### src/rtl/instr_fetch.sv
// Instruction fetch stage: drives pc into instr_mem and buffers {pc, instruction}
// in a 2-entry prefetch queue feeding decode. Optional macro: IFETCH_HALT_ON_ZERO_EN.
module instr_fetch #(
  parameter logic [15:0] PC_RESET = 16'h0000
) (
  input  logic        clk,
  input  logic        rst_n,
  output logic [15:0] pc,
  input  logic [15:0] instruction,
  input  logic        redirect_valid,
  input  logic [15:0] redirect_pc,
  output logic        if_valid,
  input  logic        if_ready,
  output logic [15:0] if_instr,
  output logic [15:0] if_pc,
  output logic        halted
);

  logic [15:0] pc_reg;
  logic [1:0]  count_reg;
  logic [1:0]  count_next;
  logic [15:0] q_pc_reg    [2];
  logic [15:0] q_instr_reg [2];
  logic        pop;
  logic        push;
  logic [1:0]  load_new;
  logic [1:0]  load_shift;

  assign pc       = pc_reg;
  assign if_valid = (count_reg != 2'd0);
  assign if_pc    = q_pc_reg[0];
  assign if_instr = q_instr_reg[0];

  always_comb begin
    pop         = if_valid && if_ready;
    push        = !halted && !redirect_valid && ((count_reg < 2'd2) || pop);
    load_new    = 2'b00;
    load_shift  = 2'b00;
    count_next  = count_reg;
    // Slot 0 is always the head; slot 1 only shifts forward when the head leaves a full queue.
    load_new[0]   = push && ((count_reg == 2'd0) || ((count_reg == 2'd1) && pop));
    load_new[1]   = push && (((count_reg == 2'd1) && !pop) || ((count_reg == 2'd2) && pop));
    load_shift[0] = pop && (count_reg == 2'd2);
    if (redirect_valid) begin
      count_next = 2'd0;
    end else begin
      count_next = count_reg + {1'b0, push} - {1'b0, pop};
    end
  end

  always_ff @(posedge clk or negedge rst_n) begin
    if (!rst_n) begin
      pc_reg    <= PC_RESET;
      count_reg <= 2'd0;
    end else begin
      count_reg <= count_next;
      if (redirect_valid) begin
        pc_reg <= redirect_pc & 16'hFFFE;
      end else if (push) begin
        pc_reg <= pc_reg + 16'd2;
      end
    end
  end

  genvar gi;
  generate
    for (gi = 0; gi < 2; gi++) begin : g_slot
      always_ff @(posedge clk or negedge rst_n) begin
        if (!rst_n) begin
          q_pc_reg[gi]    <= 16'h0000;
          q_instr_reg[gi] <= 16'h0000;
        end else if (load_new[gi]) begin
          q_pc_reg[gi]    <= pc_reg;
          q_instr_reg[gi] <= instruction;
        end else if (load_shift[gi]) begin
          q_pc_reg[gi]    <= q_pc_reg[(gi + 1) % 2];
          q_instr_reg[gi] <= q_instr_reg[(gi + 1) % 2];
        end
      end
    end
  endgenerate

`ifdef IFETCH_HALT_ON_ZERO_EN
  logic halted_reg;

  // A zero word is still enqueued; only further fetches stop until a redirect.
  always_ff @(posedge clk or negedge rst_n) begin
    if (!rst_n) begin
      halted_reg <= 1'b0;
    end else if (redirect_valid) begin
      halted_reg <= 1'b0;
    end else if (push && (instruction == 16'h0000)) begin
      halted_reg <= 1'b1;
    end
  end

  assign halted = halted_reg;
`else
  assign halted = 1'b0;
`endif

endmodule

### config.mk
export PLATFORM = sky130hd
export DESIGN_NAME = instr_fetch
export DESIGN_NICKNAME = d
export VERILOG_FILES = /design/src/rtl/instr_fetch.sv
export SDC_FILE = /design/constraint.sdc
export NUM_CORES = 1
export LEC_CHECK = 0
export BUFFER_PORTS_ARGS = -buffer_cell sky130_fd_sc_hd__buf_2
export CAP_MARGIN = 20
export CORE_ASPECT_RATIO = 1.2
export CORE_MARGIN = 1
export CORE_UTILIZATION = 58
export DETAILED_ROUTE_END_ITERATION = 6
export GPL_ROUTABILITY_DRIVEN = 0
export GPL_TIMING_DRIVEN = 1
export PLACE_DENSITY_LB_ADDON = 0.2
export SLEW_MARGIN = 20
export SYNTH_ARGS = -nofsm -noshare
export SYNTH_HDL_FRONTEND = slang
export SYNTH_SLANG_ARGS = --single-unit
### constraint.sdc
create_clock -name clk -period 3.7 [get_ports clk]
set_clock_uncertainty 0.2 [all_clocks]
set_input_delay 0.74 -clock clk [delete_from_list [all_inputs] [get_ports clk]]
set_output_delay 0.74 -clock clk [all_outputs]
set_load 0.005 [all_outputs]
== Word-level counts from Yosys, hierarchy flattened ==
Index checks and enable logic that the tools add are counted.
Storage, ports and cells
  register bits after elaboration: 82
  bits in read-only memories: 0
  memories kept: 0
  word-level logic and storage cells: 35
  output and inout port bits: 50
  latch bits: 0
  bits of input ports: 36
  memory bits (writable): 0
Cells by class
  multiply operators: 0
  shift-type cells: 0
  eq/ne operators: 2
  div/mod/pow operators: 0
  add/sub/neg operators: 3
  order comparisons: 1
  mux-type cells: 7
  reductions and logical operators: 16
  bitwise logic cells: 0
Operators by type and width (count)
  $mux W16: 6
  $add A16 B2 Y16 const B: 1
  $logic_and A1 B1 Y1: 7
  $reduce_bool A2 Y1: 3
  $logic_or A1 B1 Y1: 3
  $add A2 B1 Y2: 1
  $eq A2 B1 Y1 const B: 1
  $eq A2 B2 Y1 const B: 1
  $logic_not A1 Y1: 2
  $logic_not A2 Y1: 1
  $lt A2 B2 Y1 const B: 1
  $mux W2: 1
  $sub A2 B1 Y2: 1

== Depth between registers and ports, before layout ==
Gate-level depths: netlist (run 1).
  word-level depth: 7
  mapped depth: 9
  depth with buffers taken out: 8

== Least setup slack after synthesis (run 1) ==
Ideal clock, no wire load.
  kind: input -> register
  start point: input redirect_valid
  end point: register count_reg[1]
  library setup time: 0.131 ns
  required time: 3.369 ns
  stages on the path: 8
  buffers on the path: 1
  slack: 1.505 ns
  arrival: 1.864 ns
  cells stage by stage: clkbuf_1 -> nand2b_1 -> ha_1 -> inv_1 -> ha_1 -> xor2_1 -> xnor2_1 -> nor2_1
On the way
  cells in the longest elaborated chain, start to end: 5
RTL lines
  start: declaration: RTL line 10  | input logic redirect_valid,
  $logic_not A1 Y1: RTL line 36  | push = !halted && !redirect_valid && ((count_reg < 2'd2) || pop);
  $logic_and A1 B1 Y1: RTL line 36
  $add A2 B1 Y2: RTL line 47  | count_next = count_reg + {1'b0, push} - {1'b0, pop};
  $sub A2 B1 Y2: RTL line 47
  $mux W2 (*): RTL line 44  | if (redirect_valid) begin
  net count_next[1]: RTL line 21  | logic [1:0] count_next;
  end signal: assignment: RTL line 56  | count_reg <= count_next;
  end: declaration: RTL line 20  | logic [1:0] count_reg;
The timed path passes the listed nets; every way through them passes the cells marked *.
A chain may end at the register's enable or synchronous reset.

== Worst setup path in the final report (run 1) ==
Same ends and word-level chain as after synthesis.

==> results of run 1 <==
## synth_stat cells
cell and count:
xor2_1 3, a211o_1 1, inv_1 5, dfrtp_1 79, or4_1 1, xnor2_1 7, mux2i_1 32, conb_1 1
mux2_1 31, nand2b_1 4, ha_1 3, a21oi_2 1, clkbuf_1 10, buf_2 4, nor4_2 1, buf_4 34
nor2_1 10, buf_6 4, a21oi_1 1, or2_2 1, nor4_4 1, nor3_2 2, o21ai_1 40, nand3_1 8
nand2_1 53, nand4_1 5, o21ai_0 1, and2_1 1, nor3_1 2, nand3b_1 2, nor4b_2 1, nor2b_1 4
a311o_1 3
## cell families (layout without fill, tap and decap cells)
kind of cell	after synthesis	in the layout	share of synthesized area
compound gates	47	47	0.0664
xor+xnor	10	10	0.0226
fa+ha+maj	3	3	0.00967
buf+inv	57	105	0.0970
flops	79	79	0.509
mux	63	63	0.172
other cells	1	3	0.000966
simple gates	96	96	0.122
## stage by stage
stage / instances / hold slack (ps)
after floorplan: 358 / 244
after global placement: 475 / 266
after detailed placement: 475 / 275
after CTS: 491 / 293
after global routing: 491 / 309
final: 491 / 293
## routing by layer
| metal | track usage | up-vias |
|---|---|---|
| met4 | 0.0946 | 0 |
| met3 | 0.0498 | 11 |
| li1 | - | 1275 |
| met1 | 0.273 | 1273 |
| met2 | 0.377 | 61 |
| met5 | 0 | - |
## critical path, cell delays in order
cell	delay [ps]
buf_2	560
nand2b_1	200
ha_1	230
inv_1	60
ha_1	150
xor2_1	190
xnor2_1	140
nor2_1	50
## cell type report
cell class / instances / area, sq um
clock inverter: 3 / 90.1
tap: 85 / 106
inverter: 5 / 18.8
fill: 516 / 2130
timing repair buffer: 84 / 430
multi-input combinational: 222 / 1550
clock buffer: 13 / 149
sequential: 79 / 1980
## worst paths after layout
check | start | end | slack [ps]
setup / recovery | redirect_valid | count_reg[1] | 1380
min in group asynchronous | rst_n | if_instr[9] | 360
hold / removal | q_pc_reg[4] | q_pc_reg[4] | 290
max in group asynchronous | rst_n | if_pc[6] | 2340
hold reg to reg | q_pc_reg[4] | q_pc_reg[4] | 290
setup reg to reg | count_reg[1] | count_reg[1] | 1500
## power by group
group          switching, mW  internal, mW  total, mW
Sequential             0.204          1.21       1.42
Combinational          0.433         0.454      0.887
Clock                  0.300         0.468      0.768
Total                  0.937          2.13       3.07
==> results.txt, run 1 <==
Status = finished clean
IO Port Bufs = 81
Crit path required time = 3700 ps
Detailed Routing Iterations Pass 1 = 4
Syn Inst Count = 356
Measured slew at the worst slew-check pin = 960 ps
Routed Antenna Nets = 0
Max Cap Viol = 0
NumNets Final = 440
Postcts setup bufs = 0
Synth Cell Area = 3880 sq um
Synth warn = 0
Fin Setup TNS = 0 ps
Vias in the first global route = 2606
RSZ-0062 raised after global routing = no
Vias = 2620
# setup viols final = 0
Period utilisation layout = 0.628
Total power = 3.07 mW
Placement Setup Slack = 984 ps
Top sig layer = met4
Crit path max fanout = 41
Iteration-0 DRC Markers = 74
Synth area leader = dfrtp_1
Area grow syn2layout = 11.3%
Sequential share of the synthesized area = 0.509
Avg Cell Area, Syn = 10.9 sq um
Core region area = 6450 sq um
Post-layout min period = 2320 ps
Worst slew margin = 0.360
Pleak = 2.21 nW
Vias/cell = 5.34
Final design utilization = 0.670
WL met3 = 261 um
Commonest non-fill, non-tap cell in the layout = buf_2
Height of the die = 91.6 um
CTS Sinks = 79
Hold Path Class = reg -> reg
Post-CTS resize count = 0
Worst vdd rail ir drop = 0.356 mV
Root buffer cell = clkbuf_8
Global-route wire length before repair = 12200 um
Total Routing Usage GR = 0.223
Rows = 32
Final worst slack = 1380 ps
Gr ovfl total = 0
Cell area after layout = 4320 sq um
ANT cells = 0
Setup crit end kind = flip-flop
CTS max path bufs = 2
CTS buffer count = 9
CTS tree = yes
Yosys top cell area share = 0.509
Die Width = 76.7 um
Die footprint = 7020 sq um
Clk_lat worst skew = 340 ps
Initial antenna violation count = 0
Routed WL = 7010 um
Most area-consuming cells after synthesis = dfrtp_1, mux2_1, mux2i_1
Yosys reg bits = 79
Initial Util = 0.602
Distinct cells, synth = 33
CP Launch Type = primary input
WL met1 = 3140 um
Most frequent cells in the layout = buf_2, dfrtp_1, nand2_1
Hold buffers post-CTS = 0
Placed inst area = 4080 sq um
Cell Pwr Density = 711 nW/um^2
Wire per inst = 14.3 um
Worst setup path class = in -> reg
WL met2 = 3470 um
Worst EP arrival = 2320 ps
Worst r2r path cells = 8
H-tree depth = 3
Clock transition at path regs = 70 ps
Hold path cells = 1
Final hold vios = 0
IO Count = 86
Ratio of cells with drive above 1 in the final layout = 0.256
Drt drc = 0
Final Slew Violations = 0
Largest net degree at the start of global routing = 80
Fmax = 430 MHz
Dpl hpwl = 4640 um
Power figures use the tool's default switching activity.
==> inputs of run 2 (changes only) <==
--- a/config.mk
+++ b/config.mk
@@ -9,7 +9,7 @@
 export CAP_MARGIN = 20
 export CORE_ASPECT_RATIO = 1.2
 export CORE_MARGIN = 1
-export CORE_UTILIZATION = 58
+export CORE_UTILIZATION = 49
 export DETAILED_ROUTE_END_ITERATION = 6
 export GPL_ROUTABILITY_DRIVEN = 0
 export GPL_TIMING_DRIVEN = 1
==> constraint.sdc (replaced) <==
create_clock -name clk -period 2 [get_ports clk]
set_clock_uncertainty 0.2 [all_clocks]
set_input_delay 0.4 -clock clk [delete_from_list [all_inputs] [get_ports clk]]
set_output_delay 0.4 -clock clk [all_outputs]
set_load 0.005 [all_outputs]
==> run 2 against run 1 <==
Net effect: total power rose by 86%; final cell count is 4.1% higher; sequential power is 82% higher; final area up 3.6%; global-route usage shrank 3.5 points; first-iteration DRC count up 64%; combinational power grew 100%; clock power rose by 74%; sequential share of layout area fell by 1.6 points.
==> results.txt, run 2 (synthesis gave the netlist of run 1 again) <==
Crit-path leading delay family = simple AND/OR/NAND/NOR gates
Storage element area = 1980 sq um
Die Width = 83.2 um
Largest net degree at the start of global routing = 80
Final design utilization = 0.584
Worst EP arrival = 1940 ps
Dpl hpwl = 4860 um
Setup crit end kind = flip-flop
Initial Util = 0.506
Fmax = 524 MHz
Most frequent cells in the layout = buf_2, dfrtp_1, nand2_1
Rows = 35
Footprint of the multi-input gates = 1570 sq um
Vias/cell = 5.18
RSZ-0062 raised after global routing = no
Final hold vios = 0
Commonest non-fill, non-tap cell in the layout = buf_2
Post-layout min period = 1910 ps
Worst setup path class = reg -> reg
H-tree depth = 3
Cell area after layout = 4480 sq um
Core region area = 7660 sq um
Crit path largest cell delay = 380 ps
Clk_lat worst skew = 350 ps
Layout filler cell count = 664
CTS Sinks = 79
Worst vdd rail ir drop = 0.674 mV
Detailed Routing Iterations Pass 1 = 4
Die footprint = 8280 sq um
Routed Antenna Nets = 0
NumNets Final = 453
Period utilisation layout = 0.954
Buffers and inverters on the worst path = 1
Crit path required time = 2030 ps
CTS buffer count = 9
Initial antenna violation count = 0
Pleak = 2.28 nW
Vias in the first global route = 2562
Slowest stage cell, crit path = dfrtp_1
Vias = 2645
Wire per inst = 14.0 um
Global-route wire length before repair = 12300 um
Crit path max fanout = 2
Total Routing Usage GR = 0.188
Height of the die = 99.5 um
Ratio of cells with drive above 1 in the final layout = 0.291
Status = finished clean
CTS max path bufs = 2
Root buffer cell = clkbuf_8
Gr ovfl total = 0
Routed WL = 7140 um
Clock transition at path regs = 90 ps
# setup viols final = 0
Cell Chain, Critical Path = or2_4 > and2_4 > ha_4 > inv_1 > ha_2 > xor2_1 > xnor2_1 > nor2_1
Drt drc = 0
Fin Setup TNS = 0 ps
CP Launch Type = flip-flop
Final Slew Violations = 0
ANT cells = 0
IO Count = 86
Placed inst area = 4230 sq um
Hold Path Class = in -> reg
IO Port Bufs = 81
Area grow syn2layout = 15.3%
Iteration-0 DRC Markers = 121
Cell Pwr Density = 1280 nW/um^2
Max Cap Viol = 0
CTS tree = yes
==> run 2: cell types whose count changed in the layout (fill, tap and decap cells not counted), sizes merged <==
cell	change
dlygate4sd3	+1
inv	+2
bufinv	-1
clkinvlp	+1
clkinv	+2
buf	+12
clkbuf	-4
==> run 2: routing by layer <==
| layer | part of all wire | global-route usage |
|---|---|---|
| met3 | 0.045 | 0.0415 |
| met1 | 0.46 | 0.242 |
| met4 | 0.014 | 0.0676 |
| met5 | 0 | 0 |
| met2 | 0.48 | 0.313 |
==> run 2: power breakdown <==
group	leakage, nW	total (mW)	internal (mW)	switching, mW
registers	0.967	2.58	2.24	0.345
clock network	0.112	1.34	0.720	0.621
logic	1.20	1.79	0.946	0.846
==> run 2: final cells by class <==
cell class | instances | share of cell area
clock inverters | 7 | 0.0235
well taps | 92 | 0.0257
inverters | 5 | 0.00419
multi-input cells | 222 | 0.350
flip-flops and latches | 79 | 0.442
repair buffers | 97 | 0.127
clock buffers | 9 | 0.0277
==> run 2: tightest hold or removal path, stage by stage <==
cell and delay, ps:
buf_2 70, nand2_1 40, o21ai_1 50
==> run 2: what timing repair did <==
item | CTS | global route
hold buffers | 1 | 0
setup endpoints to repair | 0 | 1
endpoints found under the hold margin | 79 | 0
setup buffers | 0 | 0
gates resized for setup | 0 | 1
==> run 2: final timing paths <==
path	start	endpoint	slack [ps]	depth (start not counted)
max	count_reg[1]	count_reg[1]	90	8
min	redirect_pc[2]	pc[2]	60	3
max reg2reg	count_reg[1]	count_reg[1]	90	8
min reg2reg	q_pc_reg[4]	q_pc_reg[4]	290	1
max in group asynchronous	rst_n	if_pc[6]	870	3
min in group asynchronous	rst_n	if_instr[9]	420	3
==> run 2: stage by stage <==
stage	instances	worst slack, ps	power [mW]	hold WS [ps]
after floorplan	358	12.6	4.09	-95.6
after global placement	494	95.8	4.35	257
after detailed placement	494	59.5	4.44	261
after CTS	511	38.8	5.78	52.2
after global routing	511	16.8	6.15	68.2
final	511	91.7	5.72	57.7
==> inputs of run 3 (changes only) <==
--- a/config.mk
+++ b/config.mk
@@ -13,7 +13,7 @@
 export DETAILED_ROUTE_END_ITERATION = 6
 export GPL_ROUTABILITY_DRIVEN = 0
 export GPL_TIMING_DRIVEN = 1
-export PLACE_DENSITY_LB_ADDON = 0.2
+export PLACE_DENSITY = 0.81
 export SLEW_MARGIN = 20
 export SYNTH_ARGS = -nofsm -noshare
 export SYNTH_HDL_FRONTEND = slang
==> run 3 against run 2 <==
Net effect: utilization is 0.065 points higher; count of clock-buffer cells in the layout increased by 1; fmax is 1.3% lower; highest routed layer unchanged; critical path depth down 2; worst hold slack better by 5.2 ps; sequential power hardly changed.
==> results.txt, run 3 (synthesis gave the netlist of run 1 again) <==
Die Width = 83.2 um
IO Count = 86
Commonest non-fill, non-tap cell in the layout = buf_2
Largest net degree at the start of global routing = 55
H-tree depth = 3
Pleak = 2.28 nW
Worst EP arrival = 1960 ps
NumNets Final = 454
Most frequent cells in the layout = buf_2, dfrtp_1, nand2_1
Vias = 2648
Vias/cell = 5.17
CTS Sinks = 79
Dpl hpwl = 5340 um
Status = finished clean
Area grow syn2layout = 15.5%
Period utilisation layout = 0.966
IO Port Bufs = 81
Detailed Routing Iterations Pass 1 = 4
CTS buffer count = 9
Wire per inst = 14.9 um
Gr ovfl total = 0
Final hold vios = 0
Cell Pwr Density = 1270 nW/um^2
# setup viols final = 0
Cell Count, Final, Fillers Out = 512
Initial Util = 0.506
Final worst slack = 67.2 ps
Drt drc = 0
Hold Path Class = in -> reg
Final Slew Violations = 0
Worst vdd rail ir drop = 0.607 mV
Cell area after layout = 4480 sq um
Cell Chain, Critical Path = buf_4 > nor2b_1 > nand2b_1 > a21oi_4 > buf_4 > mux2_1
Crit path largest cell delay = 350 ps
Clk_lat worst skew = 350 ps
Placement Setup Slack = 22.2 ps
Die footprint = 8280 sq um
Slowest stage cell, crit path = dfrtp_1
CP Launch Type = flip-flop
Top cell by count, worst path = buf_4
ANT cells = 0
Cell Count Post-Placement = 495
Total Routing Usage GR = 0.202
Iteration-0 DRC Markers = 59
Postcts setup bufs = 0
Max Cap Viol = 0
Rows = 35
Clock transition at path regs = 80 ps
Routed WL = 7650 um
Initial antenna violation count = 0
CTS tree = yes
Ratio of cells with drive above 1 in the final layout = 0.300
Global-route wire length before repair = 13100 um
Worst setup path class = reg -> reg
Height of the die = 99.5 um
Crit path max fanout = 11
Fmax = 517 MHz
Routed Antenna Nets = 0
Post-layout min period = 1930 ps
Vias in the first global route = 2803
Crit path required time = 2030 ps
Placed inst area = 4230 sq um
RSZ-0062 raised after global routing = yes
Core region area = 7660 sq um
Setup crit end kind = flip-flop
Root buffer cell = clkbuf_8
CTS max path bufs = 2
run 3: changes by cell type in the layout (fill, tap and decap cells not counted), sizes merged:
| cell | previous run | this run |
|---|---|---|
| buf | 96 | 97 |
| bufinv | 2 | 1 |
| clkbuf | 9 | 10 |
| clkinv | 2 | 3 |
| inv | 7 | 6 |
run 3: stage by stage:
step	util	hold slack, ps	power [mW]	TNS, ps
floorplan	-	-95.6	4.09	0
global placement	0.552	143	4.34	0
detailed placement	0.552	149	4.48	0
CTS	0.581	49.1	5.71	0
global route	0.585	65.7	6.09	-1.10
finish	0.585	62.9	5.67	0
run 3: path summary, 6_finish.rpt:
| path | start | to | slack [ps] | cells after the start |
|---|---|---|---|---|
| min reg2reg | q_instr_reg[6] | q_instr_reg[6] | 290 | 1 |
| max in group asynchronous | rst_n | pc[4] | 690 | 3 |
| max reg2reg | count_reg[0] | q_instr_reg[1] | 70 | 6 |
| min | redirect_pc[11] | pc[11] | 60 | 3 |
| max | count_reg[0] | q_instr_reg[1] | 70 | 6 |
| min in group asynchronous | rst_n | if_pc[15] | 300 | 2 |
run 3: power breakdown:
group	total, mW	switching (mW)	internal, mW
logic	1.87	0.901	0.971
registers	2.60	0.361	2.24
clock network	1.20	0.584	0.617
run 3: critical path, delay by kind of cell (launching register included):
| kind | cells | cell delay [ps] |
|---|---|---|
| muxes | 1 | 350 |
| AOI/OAI and AO/OA | 1 | 210 |
| DFF | 1 | 350 |
| buffers and inverters | 2 | 370 |
| and+or+nand+nor | 2 | 330 |
run 3: layer usage:
| metal | track usage | up-vias | part of all wire |
|---|---|---|---|
| li1 | - | 1298 | - |
| met1 | 0.238 | 1269 | 0.42 |
| met2 | 0.352 | 64 | 0.52 |
| met3 | 0.0307 | 17 | 0.033 |
| met4 | 0.115 | 0 | 0.027 |
| met5 | 0 | - | 0 |
run 3: area by class of cell:
cell class,count,area (sq um)
tap,92,115
multi-input combinational,222,1590
clock buffer,10,138
inverter,5,18.8
clock inverter,6,68.8
fill,620,3180
sequential,79,1980
timing repair buffer,98,576
run 3: timing repair:
item / 4_1_cts / 5_1_grt
endpoints found under the hold margin: 27 / 0
resized for setup: 0 / 5
endpoints found under the setup margin: 0 / 2
hold buffers: 1 / 0
